--- src/rtl/bcd_entry_display.sv ---
// Digit-at-a-time signed BCD reading entry with a serial signed difference against the
// previous reading, driving DIGITS+1 seven-segment code/enable positions (top one is sign).
module bcd_entry_display #(
  parameter int unsigned DIGITS    = 3,
  parameter int unsigned FLASH_DIV = 25000000,
  parameter int unsigned DWELL_DIV = 50000000
) (
  input  logic                        clk,
  input  logic                        rst,
  input  logic                        enter,
  input  logic [3:0]                  digit_in,
  input  logic                        sign_in,
  output logic [4*(DIGITS+1)-1:0]     disp_code,
  output logic [DIGITS:0]             disp_en,
  output logic [$clog2(DIGITS+1)-1:0] entry_idx,
  output logic [4*DIGITS-1:0]         cur_bcd,
  output logic                        cur_neg,
  output logic [4*DIGITS-1:0]         diff_bcd,
  output logic                        diff_neg,
  output logic                        diff_ovf,
  output logic                        diff_valid,
  output logic                        view
);
  localparam int unsigned IW = $clog2(DIGITS + 1);
  localparam int unsigned DW = 4 * DIGITS;
  localparam int unsigned FW = $clog2(FLASH_DIV + 1);
  localparam int unsigned VW = $clog2(DWELL_DIV + 1);
  localparam logic [3:0] CodeMinus = 4'hA;
  localparam logic [3:0] CodeBlank = 4'hF;

  typedef enum logic [1:0] {StEntry, StCompute, StShow} state_e;
  state_e r_state, w_state_next;

  logic                    r_sync1, r_sync2, r_sync3;
  logic                    w_press, w_digit_ok, w_last, w_commit;
  logic [IW-1:0]           r_idx, r_dig;
  logic [DW-1:0]           r_entry, w_entry_new, r_cur, r_prev, r_acc, w_acc_next, r_diff;
  logic                    r_cur_neg, r_prev_neg, r_diff_neg, r_diff_ovf, r_diff_valid;
  logic                    r_view, r_carry, r_flash;
  logic [FW-1:0]           r_flash_cnt;
  logic [VW-1:0]           r_dwell;
  logic                    w_add, w_cur_ge, w_cout, w_ovf, w_zero, w_neg;
  logic [DW-1:0]           w_big, w_small;
  logic [3:0]              w_a, w_b;
  logic [4:0]              w_sum;
  logic [4*(DIGITS+1)-1:0] r_disp_code, w_disp_code;
  logic [DIGITS:0]         r_disp_en, w_disp_en;

  assign w_press    = r_sync2 & ~r_sync3;
  assign w_digit_ok = digit_in <= 4'd9;
  assign w_last     = r_idx == IW'(DIGITS - 1);
  assign w_commit   = (r_state == StEntry) && w_press && w_digit_ok && w_last;

  // Entry position 0 is the MSD, so it lands in the top magnitude nibble.
  always_comb begin
    w_entry_new = r_entry;
    for (int i = 0; i < int'(DIGITS); i++) begin
      if (int'(DIGITS) - 1 - i == int'(r_idx)) w_entry_new[4*i +: 4] = digit_in;
    end
  end

  // Signed-magnitude difference: operands ordered so subtraction never borrows out.
  assign w_add    = r_cur_neg ^ r_prev_neg;
  assign w_cur_ge = r_cur >= r_prev;
  assign w_big    = (w_add || w_cur_ge) ? r_cur : r_prev;
  assign w_small  = (w_add || w_cur_ge) ? r_prev : r_cur;

  always_comb begin
    w_a        = '0;
    w_b        = '0;
    w_cout     = 1'b0;
    w_sum      = '0;
    w_acc_next = r_acc;
    for (int i = 0; i < int'(DIGITS); i++) begin
      if (i == int'(r_dig)) begin
        w_a = w_big[4*i +: 4];
        w_b = w_small[4*i +: 4];
      end
    end
    if (w_add) begin
      w_sum = {1'b0, w_a} + {1'b0, w_b} + {4'b0, r_carry};
      if (w_sum > 5'd9) begin
        w_cout = 1'b1;
        w_sum  = w_sum - 5'd10;
      end
    end else begin
      w_sum = {1'b0, w_a} - {1'b0, w_b} - {4'b0, r_carry};
      if (w_sum[4]) begin
        w_cout = 1'b1;
        w_sum  = w_sum + 5'd10;
      end
    end
    for (int i = 0; i < int'(DIGITS); i++) begin
      if (i == int'(r_dig)) w_acc_next[4*i +: 4] = w_sum[3:0];
    end
  end

  assign w_ovf  = w_add & r_carry;
  assign w_zero = (r_acc == '0) & ~w_ovf;
  assign w_neg  = ~w_zero & (w_add ? r_cur_neg : (w_cur_ge ? r_cur_neg : ~r_cur_neg));

  always_comb begin
    w_state_next = r_state;
    unique case (r_state)
      StEntry:   if (w_commit) w_state_next = StCompute;
      StCompute: if (r_dig == IW'(DIGITS)) w_state_next = StShow;
      StShow:    if (w_press) w_state_next = StEntry;
      default:   w_state_next = StEntry;
    endcase
  end

  always_ff @(posedge clk or posedge rst) begin
    if (rst) r_state <= StEntry;
    else     r_state <= w_state_next;
  end

  always_comb begin
    w_disp_code = r_disp_code;
    w_disp_en   = r_disp_en;
    unique case (r_state)
      StEntry: begin
        w_disp_en = '1;
        w_disp_code[4*DIGITS +: 4] = sign_in ? CodeMinus : CodeBlank;
        for (int i = 0; i < int'(DIGITS); i++) begin
          if (int'(DIGITS) - 1 - i == int'(r_idx)) begin
            w_disp_code[4*i +: 4] = digit_in;
            w_disp_en[i]          = r_flash;
          end else if (int'(DIGITS) - 1 - i < int'(r_idx)) begin
            w_disp_code[4*i +: 4] = r_entry[4*i +: 4];
          end else begin
            w_disp_code[4*i +: 4] = CodeBlank;
          end
        end
      end
      StShow: begin
        w_disp_en = '1;
        if (!r_view) begin
          w_disp_code[4*DIGITS +: 4] = r_cur_neg ? CodeMinus : CodeBlank;
          w_disp_code[DW-1:0]        = r_cur;
        end else begin
          w_disp_code[4*DIGITS +: 4] = r_diff_neg ? CodeMinus : CodeBlank;
          w_disp_code[DW-1:0]        = r_diff_ovf ? {DIGITS{CodeMinus}} : r_diff;
        end
      end
      default: ;
    endcase
  end

  always_ff @(posedge clk or posedge rst) begin
    if (rst) begin
      r_sync1      <= 1'b0;
      r_sync2      <= 1'b0;
      r_sync3      <= 1'b0;
      r_idx        <= '0;
      r_dig        <= '0;
      r_entry      <= '0;
      r_cur        <= '0;
      r_prev       <= '0;
      r_acc        <= '0;
      r_diff       <= '0;
      r_cur_neg    <= 1'b0;
      r_prev_neg   <= 1'b0;
      r_diff_neg   <= 1'b0;
      r_diff_ovf   <= 1'b0;
      r_diff_valid <= 1'b0;
      r_view       <= 1'b0;
      r_carry      <= 1'b0;
      r_flash      <= 1'b1;
      r_flash_cnt  <= '0;
      r_dwell      <= '0;
      r_disp_code  <= '1;
      r_disp_en    <= '1;
    end else begin
      r_sync1      <= enter;
      r_sync2      <= r_sync1;
      r_sync3      <= r_sync2;
      r_diff_valid <= 1'b0;
      r_disp_code  <= w_disp_code;
      r_disp_en    <= w_disp_en;
      if (r_flash_cnt == FW'(FLASH_DIV - 1)) begin
        r_flash_cnt <= '0;
        r_flash     <= ~r_flash;
      end else begin
        r_flash_cnt <= r_flash_cnt + FW'(1);
      end
      unique case (r_state)
        StEntry: begin
          if (w_press && w_digit_ok) begin
            r_entry <= w_entry_new;
            r_idx   <= r_idx + IW'(1);
            if (w_last) begin
              r_prev     <= r_cur;
              r_prev_neg <= r_cur_neg;
              r_cur      <= w_entry_new;
              r_cur_neg  <= sign_in;
              r_dig      <= '0;
              r_carry    <= 1'b0;
              r_acc      <= '0;
            end
          end
        end
        StCompute: begin
          if (r_dig == IW'(DIGITS)) begin
            r_diff       <= w_ovf ? {DIGITS{4'h9}} : r_acc;
            r_diff_neg   <= w_neg;
            r_diff_ovf   <= w_ovf;
            r_diff_valid <= 1'b1;
            r_view       <= 1'b0;
            r_dwell      <= '0;
          end else begin
            r_acc   <= w_acc_next;
            r_carry <= w_cout;
            r_dig   <= r_dig + IW'(1);
          end
        end
        StShow: begin
          // A key press takes priority over a dwell expiry on the same cycle.
          if (w_press) begin
            r_idx   <= '0;
            r_entry <= '0;
          end else if (r_dwell == VW'(DWELL_DIV - 1)) begin
            r_view  <= ~r_view;
            r_dwell <= '0;
          end else begin
            r_dwell <= r_dwell + VW'(1);
          end
        end
        default: ;
      endcase
    end
  end

  assign disp_code  = r_disp_code;
  assign disp_en    = r_disp_en;
  assign entry_idx  = r_idx;
  assign cur_bcd    = r_cur;
  assign cur_neg    = r_cur_neg;
  assign diff_bcd   = r_diff;
  assign diff_neg   = r_diff_neg;
  assign diff_ovf   = r_diff_ovf;
  assign diff_valid = r_diff_valid;
  assign view       = r_view;

endmodule

--- config.mk ---
export PLATFORM = sky130hd
export DESIGN_NAME = bcd_entry_display
export DESIGN_NICKNAME = d
export VERILOG_FILES = /design/src/rtl/bcd_entry_display.sv
export SDC_FILE = /design/constraint.sdc
export NUM_CORES = 1
export LEC_CHECK = 0
export ABC_AREA = 1
export CORE_MARGIN = 4
export CORE_UTILIZATION = 53
export CTS_CLUSTER_DIAMETER = 200
export CTS_CLUSTER_SIZE = 24
export DETAILED_ROUTE_END_ITERATION = 16
export PLACE_DENSITY = 0.73
export SYNTH_ARGS = -nofsm -noshare
export SYNTH_HDL_FRONTEND = slang
export SYNTH_SLANG_ARGS = --single-unit
--- constraint.sdc ---
create_clock -name clk -period 4.2 [get_ports clk]
set_clock_uncertainty 0.1 [all_clocks]
set_input_delay 0.63 -clock clk [delete_from_list [all_inputs] [get_ports clk]]
set_output_delay 0.63 -clock clk [all_outputs]
set_load 0.01 [all_outputs]
==> results.md <==
* Critical path type: reg -> reg
* Mapped Cells at 973
* Area leader, netlist: dfrtp_1
* Area Growth Syn to Fin at 25.3%
* CP cell instances: ha_4 > nand2_4 > nor2_4 > nand2_2 > nor2_2 > nand2_2 > nand3_4 > inv_4 > buf_4 > a21oi_1 > o21ai_0 > a31oi_2 > ha_4 > ha_4 > a21o_1 > xor2_1 > nand2_1 > xor2_2 > inv_1 > nand3_1 > nand3_2 > nand3_2 > nand2_1
* Worst setup EP type: register
* YS warnings at 0
* Max-slew violation count at 0
* Root Driver: clkbuf_16
* Worst hold path class: reg -> reg
* Latest clock arrival within the worst-skew pair at between 0.4 and 0.5 ns
* Post-Synth Simple-Gate Area at 0.212
* Via-per-instance ratio at 5.60
* Outcome: finished clean
* Synth Area in Adders at 0.0590
* Layout cells sized above 1 at 0.184
* Synth top cells by count: 182 x nand2_1, 137 x inv_1, 127 x dfrtp_1
* WL per Instance at 16.7 um
* Initial antenna violation count at 0
* CP Launch Type: register
* Vias in the first global route at 6,787
* Psw at between 4 and 5 mW
* Ant diodes at 0
* Max clock buf depth at 2
* CTS Buf Count at 17
* Critical path's most frequent cell: ha_4
* Drt total wl at between 20,000 and 25,000 um
* Final Hold Violating Endpoints at 0
* CTS tree: yes
* HPWL Detailed at 14,800 um
* Clock power frac at 0.159
* Ranking of synthesized cells by area: dfrtp_1 40%, nand2_1 8.6%, o21ai_0 7.6%
* Final setup violation count at 0
* GPL Wtd Cong at 0.898
* Sw Ratio at 0.445
* Worst-margin pin slew at around 0.76 ns
* Synth Area in XOR/XNOR at 0.0175
* Initial Utilization at 0.543
* Port bufs at 55
* First-pass GRT wire length at 34,000 um
* Synth Register Bits at 144
* Largest family of logic cells by synthesized area: simple AND/OR/NAND/NOR gates
* Post-synth top area share at 0.401
* DIE WIDTH at ~130 um
* Largest net degree at the start of global routing at 145
* DIE HEIGHT at 130 um
* First-pass detailed-route iteration total at 5
* Grt ovf at 0
* Crit Path Max Fanout at 10
* Number of routed nets with antenna violations at 0
* Power Density at slightly above 1000 nW/um^2
* Global Route Usage Sum at 0.257
* CTS clk-pin slew, worst paths at 0.06 ns
* Flop-to-flop setup slack at 0.13 ns
* 1st-iter DRT viols at 632
* Worst r2r src: cur_bcd[9]$_DFFE_PP0P_
* Post-synthesis area per instance at 8.15 sq um
* Critical path startpoint: cur_bcd[9]$_DFFE_PP0P_
* H-tree Lvls at 4
* Fraction of registers with async set/reset at 1.00
* Multiplexer share of the synthesized area at 0.00253
* Core area at 14,600 sq um
* Core Rows at 44
* Die ar. at 17,000 sq um
* Critical path's top delay family: simple AND/OR/NAND/NOR gates
* Vias at around 7,100
* Pint at 5.63 mW
* Seq pwr share at 0.215
* Critical path's largest stage delay at 0.41 ns
* Max-cap violations at 0
* Fmax at 245 MHz
* Yosys cell types at 54
* DRC at 0
* Final Non-Filler Cells at 1,272
* Synthesized area at 7930 sq um
* Worst vdd ir at around 0.93 mV
* Most common cell in the synthesized netlist: nand2_1
* Period utilization at 0.970
* Static Leakage at 4.43 nW
* Slew headroom at 0.492
* Worst Path Required at 4.41 ns
* Top Ports at 59
* Main synth FF type: dfrtp_1
* Compound-Gate Fraction of Synth Area at 0.164
* WP buf/inv at 3
* Hold path startpoint: r_sync1$_DFF_PP0_
* Min cycle time layout at 4.07 ns
* # clock sinks at 144
* Nets at ~1,100
* Register area share after synthesis at 0.457
* CP arrival at 4.29 ns
* Cells after DPL at 1,223
* EDFF count, synth at 0
* Slowest-stage cell, CP: dfrtp_1
* Combinational fraction of design power at 0.626
* Post-layout util at 0.681
[path summary, 6_finish.rpt]
path / to / depth (start not counted)
worst max-delay path: r_acc[11]$_DFFE_PP0P_ / 23
worst min-delay path: r_sync2$_DFF_PP0_ / 0
worst max register to register: r_acc[11]$_DFFE_PP0P_ / 23
worst min register to register: r_sync2$_DFF_PP0_ / 0
max in group asynchronous: r_acc[7]$_DFFE_PP0P_ / 3
min in group asynchronous: r_sync2$_DFF_PP0_ / 3
[registers in the layout (all words and copies together), names as in the netlist]
name         cells
r_flash          1
r_sync1          1
diff_valid       1
r_sync2          1
entry_idx        2
r_flash_cnt     25
r_state          2
disp_code       13
r_carry          1
diff_neg         1
r_acc           12
diff_bcd        12
diff_ovf         1
r_dig            2
r_dwell         26
cur_neg          1
view             1
r_prev          12
r_prev_neg       1
r_entry         12
cur_bcd         12
r_sync3          1
disp_en          3
[layer usage]
metal	part of all wire	GRT usage	vias to the layer above	routed length, um
li1	-	-	3442	-
met1	0.45	0.354	3394	9440
met2	0.47	0.402	248	9940
met3	0.065	0.0688	37	1370
met4	0.021	0.0776	0	436
met5	0	0	-	0
[timing repair]
action	CTS	global route
resized for setup	9	79
hold buffers	0	0
buffers inserted	7	11
gates cloned	0	1
pin swaps	5	42
endpoints found under the setup margin	8	10
[through the flow]
stage | hold slack, ns | cell area [sq um] | total power, mW | TNS [ns] | setup WS [ns]
floorplan | 0.231 | 7940 | 5.30 | 0 | 0.0895
global placement | 0.234 | 8870 | 6.98 | 0 | 0.102
detailed placement | 0.237 | 8870 | 7.04 | -0.0359 | -0.0315
CTS | 0.250 | 9560 | 8.94 | -0.0251 | -0.0169
global route | 0.251 | 9930 | 11.0 | -0.384 | -0.0801
finish | 0.250 | 9930 | 10.1 | 0 | 0.126
[power groups by stage]
| stage | Clock, mW | Combinational (mW) | Sequential, mW |
|---|---|---|---|
| 2_1_floorplan | 0 | 3.11 | 2.19 |
| 3_3_place_gp | 0 | 4.81 | 2.17 |
| 3_5_place_dp | 0 | 4.86 | 2.17 |
| 4_1_cts | 1.63 | 5.16 | 2.16 |
| 5_1_grt | 1.70 | 7.05 | 2.22 |
| 6_report | 1.61 | 6.35 | 2.18 |
[area by class of cell]
type,count,area [sq um]
tap,184,230
clock inverter,11,161
multi-input combinational,654,3930
fill,1176,4660
inverter,151,573
sequential,144,3620
timing repair buffer,107,955
clock buffer,21,460
[cell usage in the layout, fill, tap and decap left out, types with 5 or more instances in the layout]
cell and count:
nand2_1 175, dfrtp_1 127, inv_1 121, o21ai_0 105, nor2_1 63, clkdlybuf4s50_1 55
a21oi_1 53, buf_4 49, inv_2 25, nand3_1 25, nor3_1 25, ha_1 21
clkbuf_16 17, dfstp_2 17, o21ai_1 14, nand4_1 12, xor2_1 11, nor4_1 11
nand3_2 11, ha_4 10, o22ai_1 9, nor2_2 8, nand2_2 7, nor2_4 7
a31oi_1 6, a21oi_2 5, nor3b_1 5, o221ai_1 5, clkinv_2 5
[cell families after synthesis]
group | Yosys count
buffers and inverters | 177
adder cells (fa/ha/maj) | 35
AO/OA/AOI/OAI | 232
AND/OR/NAND/NOR | 367
XOR/XNOR | 15
multiplexers | 2
flip-flops | 144
other | 1
Note: power is estimated with default switching activity, not from simulation.
